[src/rtl/dlx_ir_pkg.sv]
// Shared DLX instruction-field layout and decode constants for the IR queue slice.
package dlx_ir_pkg;

    localparam int unsigned OPC_MSB  = 31;
    localparam int unsigned OPC_LSB  = 26;
    localparam int unsigned RS1_MSB  = 25;
    localparam int unsigned RS1_LSB  = 21;
    localparam int unsigned RS2_MSB  = 20;
    localparam int unsigned RS2_LSB  = 16;
    localparam int unsigned RD_R_MSB = 15;
    localparam int unsigned RD_R_LSB = 11;
    localparam int unsigned RD_I_MSB = 20;
    localparam int unsigned RD_I_LSB = 16;
    localparam int unsigned IMM_MSB  = 15;
    localparam int unsigned IMM_LSB  = 0;
    localparam int unsigned FN_MSB   = 5;
    localparam int unsigned FN_LSB   = 0;

    localparam logic [4:0] REG_LINK     = 5'd31;
    localparam logic [3:0] OPC_RTYPE_HI = 4'b0000;
    localparam logic [2:0] OPC_FP_HI    = 3'b111;
    localparam logic [2:0] OPC_JMP_HI   = 3'b010;

    function automatic logic [31:0] sext16(input logic [15:0] v);
        return {{16{v[15]}}, v};
    endfunction

endpackage

[src/rtl/ir_decode_dlx.sv]
// Combinational field decode of a DLX instruction word.
module ir_decode_dlx
    import dlx_ir_pkg::*;
(
    input  logic [31:0] IR_IN,
    output logic [5:0]  OPCODE,
    output logic [4:0]  RS1,
    output logic [4:0]  RS2,
    output logic [31:0] SEXT_IMM,
    output logic [2:0]  ALUF,
    output logic [5:0]  ALUFP,
    output logic [4:0]  C_ADDR,
    output logic        LINK
);

    logic       rtype;
    logic       fp_op;
    logic       jmp_op;
    logic [4:0] rd;

    always_comb begin
        rtype    = (IR_IN[OPC_MSB -: 4] == OPC_RTYPE_HI);
        fp_op    = (IR_IN[OPC_MSB -: 3] == OPC_FP_HI);
        jmp_op   = (IR_IN[OPC_MSB -: 3] == OPC_JMP_HI);
        OPCODE   = IR_IN[OPC_MSB:OPC_LSB];
        RS1      = IR_IN[RS1_MSB:RS1_LSB];
        RS2      = IR_IN[RS2_MSB:RS2_LSB];
        SEXT_IMM = sext16(IR_IN[IMM_MSB:IMM_LSB]);
        rd       = rtype ? IR_IN[RD_R_MSB:RD_R_LSB] : IR_IN[RD_I_MSB:RD_I_LSB];
        ALUF     = rtype ? IR_IN[FN_LSB +: 3] : IR_IN[OPC_LSB +: 3];
        // FP/SIMD group carries its function in the low opcode bits
        ALUFP    = fp_op ? {3'b000, IR_IN[OPC_LSB +: 3]} : IR_IN[FN_MSB:FN_LSB];
        LINK     = jmp_op && IR_IN[OPC_LSB];
        C_ADDR   = LINK ? REG_LINK : rd;
    end

endmodule

[src/rtl/ir_queue_dlx.sv]
// Instruction-register FIFO with combinational head decode.
// Optional same-cycle empty-queue bypass: define IR_QUEUE_BYPASS_EN.
module ir_queue_dlx
    import dlx_ir_pkg::*;
#(
    parameter int unsigned DEPTH    = 4,
    parameter logic [31:0] NOP_WORD = 32'h0000_0000
) (
    input  logic                       CLK,
    input  logic                       RST_N,
    input  logic                       IN_VALID,
    output logic                       IN_READY,
    input  logic [31:0]                D_IN,
    input  logic                       FLUSH,
    output logic                       OUT_VALID,
    input  logic                       OUT_READY,
    output logic [31:0]                IR_OUT,
    output logic [5:0]                 OPCODE,
    output logic [4:0]                 RS1,
    output logic [4:0]                 RS2,
    output logic [31:0]                SEXT_IMM,
    output logic [2:0]                 ALUF,
    output logic [5:0]                 ALUFP,
    output logic [4:0]                 C_ADDR,
    output logic                       LINK,
    output logic [$clog2(DEPTH+1)-1:0] COUNT
);

    localparam int unsigned PW = $clog2(DEPTH);
    localparam int unsigned CW = $clog2(DEPTH+1);
    localparam logic [CW-1:0] DEPTH_C = CW'(DEPTH);

    logic [31:0]   mem [DEPTH];
    logic [PW-1:0] wr_ptr;
    logic [PW-1:0] rd_ptr;
    logic [CW-1:0] count_q;
    logic          rdy_q;
    logic          empty;
    logic          bypass;
    logic          push;
    logic          pop;
    logic          wr_en;
    logic          rd_en;

    always_comb begin
        empty    = (count_q == '0);
        IN_READY = rdy_q && (count_q < DEPTH_C);
`ifdef IR_QUEUE_BYPASS_EN
        bypass   = rdy_q && empty && IN_VALID && !FLUSH;
`else
        bypass   = 1'b0;
`endif
        OUT_VALID = !empty || bypass;
        if (!empty)
            IR_OUT = mem[rd_ptr];
        else if (bypass)
            IR_OUT = D_IN;
        else
            IR_OUT = NOP_WORD;
        push  = IN_VALID && IN_READY;
        pop   = OUT_VALID && OUT_READY;
        // a bypassed word that is consumed the same cycle is never stored
        wr_en = push && !(bypass && OUT_READY) && !FLUSH;
        rd_en = pop && !empty && !FLUSH;
        COUNT = count_q;
    end

    always_ff @(posedge CLK or negedge RST_N) begin
        if (!RST_N) begin
            wr_ptr  <= '0;
            rd_ptr  <= '0;
            count_q <= '0;
            rdy_q   <= 1'b0;
        end else begin
            rdy_q <= 1'b1;
            if (FLUSH) begin
                wr_ptr  <= '0;
                rd_ptr  <= '0;
                count_q <= '0;
            end else begin
                if (wr_en)
                    wr_ptr <= wr_ptr + PW'(1);
                if (rd_en)
                    rd_ptr <= rd_ptr + PW'(1);
                case ({wr_en, rd_en})
                    2'b10:   count_q <= count_q + CW'(1);
                    2'b01:   count_q <= count_q - CW'(1);
                    default: count_q <= count_q;
                endcase
            end
        end
    end

    always_ff @(posedge CLK) begin
        if (wr_en)
            mem[wr_ptr] <= D_IN;
    end

    ir_decode_dlx u_decode (
        .IR_IN    (IR_OUT),
        .OPCODE   (OPCODE),
        .RS1      (RS1),
        .RS2      (RS2),
        .SEXT_IMM (SEXT_IMM),
        .ALUF     (ALUF),
        .ALUFP    (ALUFP),
        .C_ADDR   (C_ADDR),
        .LINK     (LINK)
    );

endmodule
[config.mk]
export PLATFORM = sky130hd
export DESIGN_NAME = ir_queue_dlx
export DESIGN_NICKNAME = d
export VERILOG_FILES = /design/src/rtl/dlx_ir_pkg.sv /design/src/rtl/ir_decode_dlx.sv /design/src/rtl/ir_queue_dlx.sv
export SDC_FILE = /design/constraint.sdc
export NUM_CORES = 1
export LEC_CHECK = 0
export BUFFER_PORTS_ARGS = -buffer_cell sky130_fd_sc_hd__buf_2
export CORE_UTILIZATION = 55
export CTS_CLUSTER_SIZE = 30
export DETAILED_ROUTE_END_ITERATION = 8
export GPL_TIMING_DRIVEN = 0
export HOLD_SLACK_MARGIN = 0.08
export PLACE_DENSITY = 0.81
export SLEW_MARGIN = 25
export SYNTH_ARGS = -nofsm -noshare
export SYNTH_HDL_FRONTEND = slang
export SYNTH_SLANG_ARGS = --single-unit
export TNS_END_PERCENT = 30
[constraint.sdc]
create_clock -name CLK -period 5.1 [get_ports CLK]
set_input_delay 0.51 -clock CLK [delete_from_list [all_inputs] [get_ports CLK]]
set_output_delay 0.51 -clock CLK [all_outputs]
set_load 0.02 [all_outputs]
==> Word-level counts from Yosys, hierarchy flattened <==
Memories as Yosys holds them, arrays and structs flattened.
Cells that the tools add are included.
{ "op_classes": {"add_sub_neg": 4, "magnitude_cmp": 1, "n_eq_ne": 4, "muxes": 13, "reduce_logical": 14} }
{ "ops": {"columns": ["op", "n"], "rows": [
  ["$mux W32", 1],
  ["$mux W5", 2],
  ["$mux W2", 4],
  ["$logic_and A1 B1 Y1", 7],
  ["$mux W3", 2],
  ["$mux W6", 1],
  ["$pmux W3 S2", 1],
  ["$add A2 B1 Y2 const B", 2],
  ["$logic_not A4 Y1", 1],
  ["$reduce_bool A2 Y1", 2],
  ["$add A3 B1 Y3 const B", 1],
  ["$eq A3 B2 Y1 const B", 1],
  ["$eq A3 B3 Y1 const B", 1],
  ["$logic_not A3 Y1", 1],
  ["$lt A3 B3 Y1 const B", 1],
  ["$reduce_bool A3 Y1", 1],
  ["$sub A3 B1 Y3 const B", 1],
  ["$eq A2 B1 Y1 const B", 1],
  ["$eq A2 B2 Y1 const B", 1],
  ["$logic_not A1 Y1", 2],
  ["$mux W1", 2]
]} }
{ "totals": {"ff_bits": 8, "ram_bits": 128, "inputBits": 37, "output_inout_bits": 100, "elab_cells": 41, "memories": 1} }
{ "mem_list": {"columns": ["name", "depth", "width", "rd", "rd_ports_with_merged_regs", "write_ports", "line", "source"], "rows": [
  ["mem", 4, 32, 1, 0, 1, "ir_queue_dlx.sv:33", "logic [31:0] mem [DEPTH];"]
]} }

==> Logic depth before layout (Yosys ltp) <==
{ "depth": {"word_depth": 8, "depth_mapped": 9, "ltp_nobuf": 7} }

==> Modules after synthesis <==
A second synthesis with hierarchy kept.
{ "hier_totals": {"cells_unflattened": 347, "area_unflattened_um2": 6050.8} }
{ "by_module_without_submodules": {"columns": ["mod", "n_inst", "cells_each", "area_each_um2"], "rows": [
  ["ir_queue_dlx", 1, 267, 5437.7],
  ["ir_decode_dlx", 1, 80, 613.1]
]} }

==> Least setup slack after synthesis <==
Ideal clock, no wire load.
{ "synth_timing": {"kind": "register to output", "start": "register rd_ptr[0]", "end": "output SEXT_IMM[15]", "arrival_ps": 1976, "t_required_ps": 4590, "slack_ps": 2614, "stages_incl_launch_ff": 10, "path_buffers": 5, "path_cell_list": "dfrtp_1 -> buf_6 -> buf_4 -> buf_4 -> buf_4 -> mux2i_1 -> nand2_1 -> o211ai_1 -> inv_1 -> buf_4"} }
{ "synth_via": {"elab_chain_len": 2} }
{ "synth_lines": {"columns": ["item", "line", "source"], "rows": [
  ["start, declared", "ir_queue_dlx.sv:35", "logic [PW-1:0] rd_ptr;"],
  ["start signal, assigned", "ir_queue_dlx.sv:84", "rd_ptr <= rd_ptr + PW'(1);"],
  ["$mem_v2 Z4 W32", null, null],
  ["$mux W32", "ir_queue_dlx.sv:54", "if (!empty)"],
  ["end, declared", "ir_queue_dlx.sv:21", "output logic [31:0] SEXT_IMM,"]
]} }
Every way passes these cells.

==> Worst setup path in the final report <==
{ "layout_timing": {"start": "register rd_ptr[1]", "end": "output SEXT_IMM[31]"} }
The elaborated chain is that of the path after synthesis.

==> results.json <==
{
  "cts.sinks": 136,
  "rrSetupSlack_ps": 2540,
  "leakagePower_uw": 0.00308,
  "die_w_um": 106,
  "fin_crit_sh": 0.709,
  "timing.fmax_mhz": 276,
  "drv_cap": 0,
  "overflow": 0,
  "ys_warn_count": 0,
  "tightestPinTransition_ps": 647,
  "grt_pass1_vias": 3453,
  "coreArea_um2": 10400,
  "detailed_place_hpwl_mm": 8.06,
  "cp.arrival_ps": 3110,
  "post_synth_num_cell_types": 34,
  "fin_nets": 548,
  "final-setup-viol-count": 0,
  "critPathRequiredTime_ps": 4590,
  "finalHoldViolations": 0,
  "r2r_start": "COUNT[0]",
  "ctsResizeCount": 0,
  "post_cts_buffers": 0,
  "outcome": "finished clean",
  "syn2layout_area_growth_pct": 26.1,
  "rows": 37,
  "viasPerCell": 5.29,
  "drt_iter0_markers": 309,
  "synthTopCellsByArea": "edfxtp_1 65%, mux4_2 9.1%, buf_4 6.5%, dfrtp_1 3.4%, and2_1 3.2%",
  "slew_violations": 0,
  "wl_per_cell_um": 18.8,
  "skew_ps": 11.8,
  "synth-main-ff-cell": "edfxtp_1",
  "seq_area_frac_synth": 0.684,
  "nFillCells": 660,
  "holdPathStages": 1,
  "die_h_um": 106,
  "synth_nets": 389,
  "async_flop_share": 0.0588,
  "worstSetupPathType": "reg -> out",
  "ios": 137,
  "ys_ff_latch": 136,
  "die_area_um2": 11200,
  "period_minus_slack_ps": 3620,
  "synth_largest_area_cell": "edfxtp_1",
  "routed-via-count": 3462,
  "cts_buffer_depth": 2,
  "rr_worst_depth": 7,
  "cts.clk_slew.worst_paths_ps": 60,
  "synthTopCellsByCount": "128 x edfxtp_1, 51 x buf_4, 30 x and2_1",
  "grt_max_degree": 24,
  "multi_input_area_um2": 1390,
  "rsz0062_at_grt": "false",
  "cts_tree": "done",
  "worst_r2r_endpoint": "COUNT[2]",
  "antenna_found_initial": 0,
  "wl_mm": 12.3,
  "drc": 0,
  "synth_edf_count": 128,
  "relSlewSlack": 0.565,
  "grt_pass1_wl_mm": 18.6,
  "diodes": 0,
  "min_from": "D_IN[1]",
  "drtPass1Iterations": 4,
  "seqCellArea_um2": 4040,
  "netlist_area_um2": 5910,
  "hold_path_class": "in -> reg",
  "io_buffers": 135,
  "synthCells": 347,
  "cp_max_fo": 18,
  "synth.most_common_cell": "edfxtp_1",
  "vdd_drop_max_uv": 392,
  "worst_setup_path_start_kind": "flip-flop",
  "track_usage": 0.235,
  "ant_nets": 0,
  "routabilityCongestion": 0.735,
  "powerDensity_nw_per_um2": 606,
  "end_kind": "output pin",
  "avgSynthCellArea_um2": 17.0,
  "finalPower_uw": 4520,
  "initial_core_util": 0.570,
  "cts_made_buffers": 17,
  "clk_latency_ps": 510,
  "setup_tns_ps": 0,
  "drive_gt1_frac": 0.516,
  "synth.top_cell.area_share": 0.650,
  "hold_end": "mem[2][1]",
  "cts_root_buf": "clkbuf_8",
  "cts_max_level": 4
}
## cell type report
type                       instances  area share
clock buffer                      17      0.0555
sequential                       136       0.542
clock inverter                    15      0.0233
multi-input combinational        136       0.186
buffer                            61      0.0579
timing repair buffer             140       0.105
tap                              136      0.0228
inverter                          14     0.00705
## placed cells by master, fill, tap and decap left out, types with 3 or more instances in the layout
cell       instances
buf_2            138
edfxtp_1         128
buf_4             51
and2_1            26
mux4_2            24
clkbuf_16         16
inv_1             14
mux2_2            11
nor2_1            10
nand2_1           10
mux2i_1           10
o211ai_1           9
dfrtp_1            8
clkbuf_1           4
nand3_1            4
and2_2             4
o221ai_1           4
ha_1               4
clkinv_2           4
inv_6              4
xor2_1             3
bufinv_16          3
## power by group
| part | switching (uW) | internal (uW) | leakage [uW] |
|---|---|---|---|
| registers | 24.8 | 1260 | 0.00126 |
| clock network | 466 | 746 | 0.000290 |
| logic | 1180 | 843 | 0.00153 |
| total | 1670 | 2850 | 0.00308 |
## sequential cells by signal (all words and copies together) (netlist names)
name and count:
rd_ptr 2, mem 128, rdy_q 1, wr_ptr 2, COUNT 3
## worst max path at each step
| stage | start | endpoint | slack [ps] | depth (start not counted) |
|---|---|---|---|---|
| 2_1_floorplan | rd_ptr[0] | SEXT_IMM[15] | 2610 | 9 |
| 3_3_place_gp | rd_ptr[1] | SEXT_IMM[18] | 2130 | 7 |
| 3_5_place_dp | rd_ptr[1] | SEXT_IMM[24] | 2070 | 7 |
| 4_1_cts | rd_ptr[1] | SEXT_IMM[24] | 1470 | 7 |
| 5_1_grt | rd_ptr[1] | SEXT_IMM[24] | 1300 | 7 |
| 6_report | rd_ptr[1] | SEXT_IMM[31] | 1480 | 7 |
## critical path: stages (launching register included)
cell and delay [ps]:
dfrtp_1 500, buf_2 320, buf_2 350, buf_1 450, o211ai_1 210, inv_1 410
buf_4 190, buf_2 150
## routing by layer
layer,global-route usage,vias up,wire (um)
met4,0.0794,0,198
met1,0.283,1683,4870
met5,0,-,0
li1,-,1578,-
met2,0.405,180,6340
met3,0.0680,21,916
## what timing repair did
| action | CTS | global route |
|---|---|---|
| endpoints found under the setup margin | 0 | 0 |
| endpoints found under the hold margin | 8 | 0 |
| hold buffers | 1 | 0 |
## logic make-up (layout without fill, tap and decap cells)
family	Yosys count	in the layout	share of synthesized area
compound gates	17	17	0.0218
xor+xnor	5	5	0.00741
fa+ha+maj	5	5	0.0118
buf+inv	75	247	0.0819
flops	136	136	0.684
mux	47	47	0.134
other cells	1	1	0.000634
simple gates	61	61	0.0582
## through the flow
step / cells / utilization / instance area [um^2] / setup WS (ps) / hold slack (ps)
global route: 655 / 0.719 / 7460 / 1300 / 187
finish: 655 / 0.719 / 7460 / 1480 / 205
global placement: 618 / 0.652 / 6760 / 2130 / 360
CTS: 655 / 0.719 / 7460 / 1470 / 191
detailed placement: 622 / 0.661 / 6860 / 2070 / 370
floorplan: 347 / - / 5910 / 2610 / 214
Note: power is estimated with default switching activity, not from simulation.
